`src/rtl/rca8_seq_ctrl_pkg.sv`:
```
// rtl/rca8_seq_ctrl_pkg.sv - shared state encoding, defaults and overflow helper
// Purpose: constants common to the sequencer, its bus interface and the bench.
// Ports: none (package).
package rca8_seq_ctrl_pkg;

  localparam int NBYTES_DEF = 4;

  localparam logic [1:0] ST_IDLE = 2'd0;
  localparam logic [1:0] ST_RUN  = 2'd1;
  localparam logic [1:0] ST_DONE = 2'd2;

  // Signed overflow of a + b' where b' is the (possibly inverted) second operand:
  // like-signed operands producing a result of the other sign.
  function automatic logic signed_ovf(input logic a_msb, input logic b_msb, input logic s_msb);
    return (a_msb == b_msb) && (s_msb != a_msb);
  endfunction

endpackage

```
`src/rtl/rca8_seq_ctrl_if.sv`:
```
// rtl/rca8_seq_ctrl_if.sv - start/done request bus between requester and sequencer
// Purpose: bundles the request (start/sub/op_a/op_b) and result (ready/busy/done/sum/cout/ovf).
// Ports: master = requester side, slave = sequencer side.
interface rca8_seq_ctrl_if
  import rca8_seq_ctrl_pkg::*;
#(
  parameter int NBYTES = NBYTES_DEF
);
  localparam int W = 8 * NBYTES;

  logic         start;
  logic         sub;
  logic [W-1:0] op_a;
  logic [W-1:0] op_b;
  logic         ready;
  logic         busy;
  logic         done;
  logic [W-1:0] sum;
  logic         cout;
  logic         ovf;

  modport master (
    output start, sub, op_a, op_b,
    input  ready, busy, done, sum, cout, ovf
  );

  modport slave (
    input  start, sub, op_a, op_b,
    output ready, busy, done, sum, cout, ovf
  );

endinterface

```
`src/rtl/rca8_seq_ctrl_rca8.sv`:
```
// rtl/rca8_seq_ctrl_rca8.sv - 8-bit ripple-carry adder, the sequencer's only datapath
// Purpose: s_o = a_i + b_i + c0_i, carry out on c_o.
// Ports: a_i/b_i byte operands, c0_i carry in, s_o byte sum, c_o carry out.
module rca8_seq_ctrl_rca8 (
  input  logic [7:0] a_i,
  input  logic [7:0] b_i,
  input  logic       c0_i,
  output logic [7:0] s_o,
  output logic       c_o
);

  logic [8:0] c;

  always_comb begin
    c    = '0;
    s_o  = '0;
    c[0] = c0_i;
    for (int i = 0; i < 8; i++) begin
      s_o[i]   = a_i[i] ^ b_i[i] ^ c[i];
      c[i + 1] = (a_i[i] & b_i[i]) | (c[i] & (a_i[i] ^ b_i[i]));
    end
  end

  assign c_o = c[8];

endmodule

```
`src/rtl/rca8_seq_ctrl.sv`:
```
// rtl/rca8_seq_ctrl.sv - byte-serial multi-precision add/subtract sequencer
// Purpose: time-shares one rca8 over NBYTES bytes, LSB first, carrying between bytes in a register.
// Ports: clk rising-edge clock, rst_n async active-low reset, bus slave side of rca8_seq_ctrl_if.
module rca8_seq_ctrl
  import rca8_seq_ctrl_pkg::*;
#(
  parameter int NBYTES = NBYTES_DEF
) (
  input  logic                 clk,
  input  logic                 rst_n,
  rca8_seq_ctrl_if.slave       bus
);

  localparam int              W    = 8 * NBYTES;
  localparam int              CW   = $clog2(NBYTES);
  localparam logic [CW-1:0]   LAST = CW'(NBYTES - 1);

  logic [1:0]    state_q, state_d;
  logic [CW-1:0] cnt_q, cnt_d;
  logic          carry_q, carry_d;
  logic [W-1:0]  a_q, a_d;
  logic [W-1:0]  b_q, b_d;
  logic [W-1:0]  sum_q, sum_d;
  logic          cout_q, cout_d;
  logic          ovf_q, ovf_d;

  logic [7:0]    a_byte, b_byte, s_byte;
  logic          c_byte;

  // b_q already holds ~op_b for subtraction, so the adder always adds.
  assign a_byte = a_q[{cnt_q, 3'b000} +: 8];
  assign b_byte = b_q[{cnt_q, 3'b000} +: 8];

  rca8_seq_ctrl_rca8 u_rca8 (
    .a_i  (a_byte),
    .b_i  (b_byte),
    .c0_i (carry_q),
    .s_o  (s_byte),
    .c_o  (c_byte)
  );

  always_comb begin
    state_d = state_q;
    cnt_d   = cnt_q;
    carry_d = carry_q;
    a_d     = a_q;
    b_d     = b_q;
    sum_d   = sum_q;
    cout_d  = cout_q;
    ovf_d   = ovf_q;
    case (state_q)
      ST_IDLE: begin
        if (bus.start) begin
          state_d = ST_RUN;
          a_d     = bus.op_a;
          b_d     = bus.sub ? ~bus.op_b : bus.op_b;
          carry_d = bus.sub;  // the +1 of A + ~B + 1
          cnt_d   = '0;
          sum_d   = '0;
        end
      end
      ST_RUN: begin
        sum_d[{cnt_q, 3'b000} +: 8] = s_byte;
        carry_d = c_byte;
        if (cnt_q == LAST) begin
          state_d = ST_DONE;
          cnt_d   = '0;
          cout_d  = c_byte;
          ovf_d   = signed_ovf(a_q[W-1], b_q[W-1], s_byte[7]);
        end else begin
          cnt_d = cnt_q + CW'(1);
        end
      end
      ST_DONE: state_d = ST_IDLE;
      default: state_d = ST_IDLE;
    endcase
  end

  always_ff @(posedge clk or negedge rst_n) begin
    if (!rst_n) begin
      state_q <= ST_IDLE;
      cnt_q   <= '0;
      carry_q <= 1'b0;
      a_q     <= '0;
      b_q     <= '0;
      sum_q   <= '0;
      cout_q  <= 1'b0;
      ovf_q   <= 1'b0;
    end else begin
      state_q <= state_d;
      cnt_q   <= cnt_d;
      carry_q <= carry_d;
      a_q     <= a_d;
      b_q     <= b_d;
      sum_q   <= sum_d;
      cout_q  <= cout_d;
      ovf_q   <= ovf_d;
    end
  end

  assign bus.ready = (state_q == ST_IDLE);
  assign bus.busy  = (state_q == ST_RUN);
  assign bus.done  = (state_q == ST_DONE);
  assign bus.sum   = sum_q;
  assign bus.cout  = cout_q;
  assign bus.ovf   = ovf_q;

endmodule
```
`src/flat_wrapper.sv`:
```
// flat-port wrapper written by rule: the top's interface ports become plain ports
module rca8_seq_ctrl_flat import rca8_seq_ctrl_pkg::*;
#(
  parameter int NBYTES = NBYTES_DEF
)
  (clk, rst_n, bus_start, bus_sub, bus_op_a, bus_op_b, bus_ready, bus_busy, bus_done, bus_sum, bus_cout, bus_ovf);
  rca8_seq_ctrl_if #(.NBYTES(NBYTES)) bus_i ();
  input  logic clk;
  input  logic rst_n;
  input wire logic [$bits(bus_i.start)-1:0] bus_start;
  input wire logic [$bits(bus_i.sub)-1:0] bus_sub;
  input wire logic [$bits(bus_i.op_a)-1:0] bus_op_a;
  input wire logic [$bits(bus_i.op_b)-1:0] bus_op_b;
  output wire logic [$bits(bus_i.ready)-1:0] bus_ready;
  output wire logic [$bits(bus_i.busy)-1:0] bus_busy;
  output wire logic [$bits(bus_i.done)-1:0] bus_done;
  output wire logic [$bits(bus_i.sum)-1:0] bus_sum;
  output wire logic [$bits(bus_i.cout)-1:0] bus_cout;
  output wire logic [$bits(bus_i.ovf)-1:0] bus_ovf;
  assign bus_i.start = bus_start;
  assign bus_i.sub = bus_sub;
  assign bus_i.op_a = bus_op_a;
  assign bus_i.op_b = bus_op_b;
  assign bus_ready = bus_i.ready;
  assign bus_busy = bus_i.busy;
  assign bus_done = bus_i.done;
  assign bus_sum = bus_i.sum;
  assign bus_cout = bus_i.cout;
  assign bus_ovf = bus_i.ovf;
  rca8_seq_ctrl #(.NBYTES(NBYTES)) u_core (.clk(clk), .rst_n(rst_n), .bus(bus_i));
endmodule
```
`config.mk`:
```
export PLATFORM = sky130hd
export DESIGN_NAME = rca8_seq_ctrl_flat
export DESIGN_NICKNAME = d
export VERILOG_FILES = /design/src/rtl/rca8_seq_ctrl_pkg.sv /design/src/rtl/rca8_seq_ctrl_if.sv /design/src/rtl/rca8_seq_ctrl_rca8.sv /design/src/rtl/rca8_seq_ctrl.sv /design/src/flat_wrapper.sv
export SDC_FILE = /design/constraint.sdc
export NUM_CORES = 1
export LEC_CHECK = 0
export ABC_AREA = 1
export CAP_MARGIN = 20
export CELL_PAD_IN_SITES_DETAIL_PLACEMENT = 0
export CELL_PAD_IN_SITES_GLOBAL_PLACEMENT = 2
export CORE_ASPECT_RATIO = 1.4
export CORE_MARGIN = 1.5
export CORE_UTILIZATION = 32
export DETAILED_ROUTE_END_ITERATION = 7
export GPL_TIMING_DRIVEN = 0
export PLACE_DENSITY = 0.89
export SYNTH_ARGS = -nofsm -noshare
export SYNTH_HDL_FRONTEND = slang
export SYNTH_HIERARCHICAL = 1
export SYNTH_SLANG_ARGS = --single-unit
```
`constraint.sdc`:
```
create_clock -name clk -period 13.4 [get_ports clk]
set_input_delay 2.68 -clock clk [delete_from_list [all_inputs] [get_ports clk]]
set_output_delay 2.68 -clock clk [all_outputs]
set_load 0.05 [all_outputs]
```
==> results.json <==
{
  "async_flop_share_pct": 100.0,
  "fin_hold_ws_ns": 0.4764,
  "netlist_area_sq_um": 5335,
  "avgSynthCellArea_sq_um": 8.047,
  "io_pins": 105,
  "grt_overflow_total": 0,
  "antenna_found_initial": 0,
  "area_growth_pct": 30.32,
  "grt_usage_pct": 17.15,
  "yosys-top-cells-area": "dfrtp_1 48%, nand2_1 22%, xor2_1 5.3%",
  "ir_worst_vdd_mv": 0.07455,
  "grt_pass1_wl_um": 23300,
  "drive_above_1_share_pct": 6.769,
  "yosysMostFrequentCell": "nand2_1",
  "critical_path_class": "flip-flop to flip-flop",
  "instances_no_fill": 982,
  "firstDrtPassIters": 7,
  "holdPathStages": 2,
  "synth_top_cell_by_area": "dfrtp_1",
  "fill_cells": 1682,
  "regArea_sq_um": 2577,
  "synth-seq-cells": 103,
  "hpwlAfterDp_um": 11500,
  "p_total_mw": 1.842,
  "num_vias": 4462,
  "failed_checks": "design-rule violations",
  "status": "finished, violations left",
  "rr_startpoint": "u_core/cnt_q[1]",
  "io_buffers": 103,
  "r2r_end": "u_core/bus.sum[31]",
  "synth_cell_types": 21,
  "cp.arrival_ns": 5.47,
  "ant_nets": 0,
  "maxCapViolations": 0,
  "cts_tree": "yes",
  "wl_per_cell_um": 14.82,
  "r2r_setup_slack_ns": 8.21,
  "min-delay-start": "u_core/a_q[26]",
  "min_to": "u_core/a_q[26]",
  "nets": 860,
  "start_util_pct": 32.85,
  "powerDensity_nw_per_um2": 264.9,
  "cp-start-kind": "flip-flop",
  "gp_congestion": 0.8652,
  "rsz0062_at_grt": "false",
  "crit_family": "adder cells",
  "fin_setup_tns_ns": 0,
  "die_h_um": 155.8,
  "cts_hold_buf": 0,
  "crit_slowest_cell": "dfrtp_1",
  "h-tree-depth": 3,
  "clkSinkCount": 103,
  "core_sq_um": 16240,
  "hold_violations": 0,
  "seq_area_frac_synth_pct": 48.31,
  "path_buf_inv": 6,
  "grt_max_degree": 61,
  "fmax_mhz": 192.7,
  "fin_crit_ns": 5.189,
  "worst-path-max-fanout": 10,
  "dp_cells": 966,
  "clock_latency_ns": 0.34,
  "clock_skew_ns": 0.008752,
  "drv_slew": 0,
  "synthFlopType": "dfrtp_1",
  "fin_crit_sh_pct": 38.72,
  "wl_um": 14550,
  "numCtsBuffers": 9,
  "first_iter_violations": 255,
  "cpMostUsedCell": "fa_1",
  "p_leak_nw": 3.611,
  "dieWidth_um": 112.1,
  "cp_cell_sequence": "inv_1 > clkbuf_1 > nor2_1 > o21ai_0 > nand2_1 > fa_1 > inv_1 > fa_1 > inv_1 > fa_1 > fa_1 > fa_1 > fa_1 > fa_1 > inv_1 > fa_1 > inv_1 > nand2_1 > nor2_1 > nand2_1 > nand2_1",
  "worst_setup_path_end_kind": "flip-flop",
  "synthCells": 663,
  "synthTopCellsByCount": "306 x nand2_1, 103 x dfrtp_1, 43 x inv_1",
  "ctsResizeCount": 0,
  "worstMarginPinSlew_ns": 0.7639,
  "grt_pass1_vias": 4600,
  "rows": 55,
  "drc_errors": 9,
  "syn_nets": 745,
  "clock-root-buffer": "clkbuf_16",
  "worstRegToRegCells": 21,
  "cts_buffer_depth": 2,
  "yosys.area.top_type_share_pct": 48.31,
  "cp_slowest_stage_delay_ns": 0.48,
  "post_cts_buffers": 0,
  "slew_headroom_pct": 49.07,
  "hold_path_class": "flip-flop to flip-flop",
  "dieArea_sq_um": 17470,
  "ys.warnings.count": 6,
  "setup_violations": 0,
  "clk_pin_slew_ns": 0.07,
  "avgViaCountPerCell": 4.544,
  "multi_input_area_sq_um": 2355,
  "n_antenna_cell": 0,
  "worst-endpoint-required_ns": 13.68,
  "synth_edf_count": 0
}
[worst min-delay path, delay by kind of cell (launching register included)]
kind	cells	cell delay, ns
and+or+nand+nor	2	0.10
DFF	1	0.34
[area by class of cell]
cell class / instances / share of cell area, %
Buffer: 34 / 3.329
Clock buffer: 10 / 3.293
Timing Repair Buffer: 104 / 15.08
Multi-Input combinational cell: 481 / 33.87
Inverter: 45 / 2.465
Clock inverter: 6 / 1.314
Sequential cell: 103 / 37.07
Tap cell: 199 / 3.581
[worst max path at each step]
stage                               start  slack (ns)                 end  cells after the start
after CTS                 u_core/cnt_q[1]        8.25  u_core/bus.sum[31]                     21
after floorplan           u_core/cnt_q[0]        8.90  u_core/bus.sum[15]                     22
after global placement              rst_n        5.91      u_core/b_q[17]                      1
after global routing      u_core/cnt_q[1]        7.95  u_core/bus.sum[15]                     21
after detailed placement  u_core/cnt_q[1]        8.27  u_core/bus.sum[31]                     21
final                     u_core/cnt_q[1]        8.21  u_core/bus.sum[31]                     21
[per-stage QoR]
stage,utilization [%],cell area (sq um),setup slack (ns)
2_1_floorplan,-,5335,8.901
3_3_place_gp,40.73,6615,5.913
3_5_place_dp,40.84,6633,8.266
4_1_cts,42.81,6953,8.255
5_1_grt,42.81,6953,7.952
6_report,42.81,6953,8.211
[cells by family (layout without fill, tap and decap cells)]
kind of cell / count (synthesis) / count (layout) / synth area share (%)
simple gates: 400 / 400 / 30.35
buf+inv: 79 / 199 / 7.552
flops: 103 / 103 / 48.31
xor+xnor: 32 / 32 / 5.253
compound gates: 35 / 35 / 4.128
fa+ha+maj: 14 / 14 / 4.409
[power by group]
part	total [mW]	internal, mW	switching, mW
Sequential	0.523	0.442	0.0810
Clock	0.279	0.165	0.114
Combinational	1.04	0.346	0.695
Total	1.84	0.953	0.889
[routing by layer]
layer | vias up | track usage [%] | wire length, um
met4 | 0 | 6.148 | 359
met1 | 2059 | 19.69 | 5833
met3 | 19 | 2.603 | 541
li1 | 2277 | - | -
met2 | 107 | 32.14 | 7817
met5 | - | 0 | 0
[registers in the layout, summed over array words and instances, names as in the netlist]
| name | cells |
|---|---|
| u_core/b_q | 32 |
| u_core/carry_q | 1 |
| u_core/state_q | 2 |
| u_core/a_q | 32 |
| u_core/bus.cout | 1 |
| u_core/cnt_q | 2 |
| u_core/bus.sum | 32 |
| u_core/bus.ovf | 1 |
[cell usage in the layout, fill, tap and decap left out, types with 9 or more instances in the layout]
cell | netlist | final
buf_6 | 11 | 11
clkbuf_16 | 0 | 9
o21ai_0 | 17 | 17
clkdlybuf4s50_1 | 0 | 102
o211ai_1 | 18 | 18
nor2_1 | 41 | 41
dfrtp_1 | 103 | 103
inv_1 | 43 | 43
nand3_1 | 37 | 37
clkbuf_1 | 8 | 9
xor2_1 | 32 | 32
nand2_1 | 306 | 306
buf_2 | 14 | 14
Power figures use the tool's default switching activity.
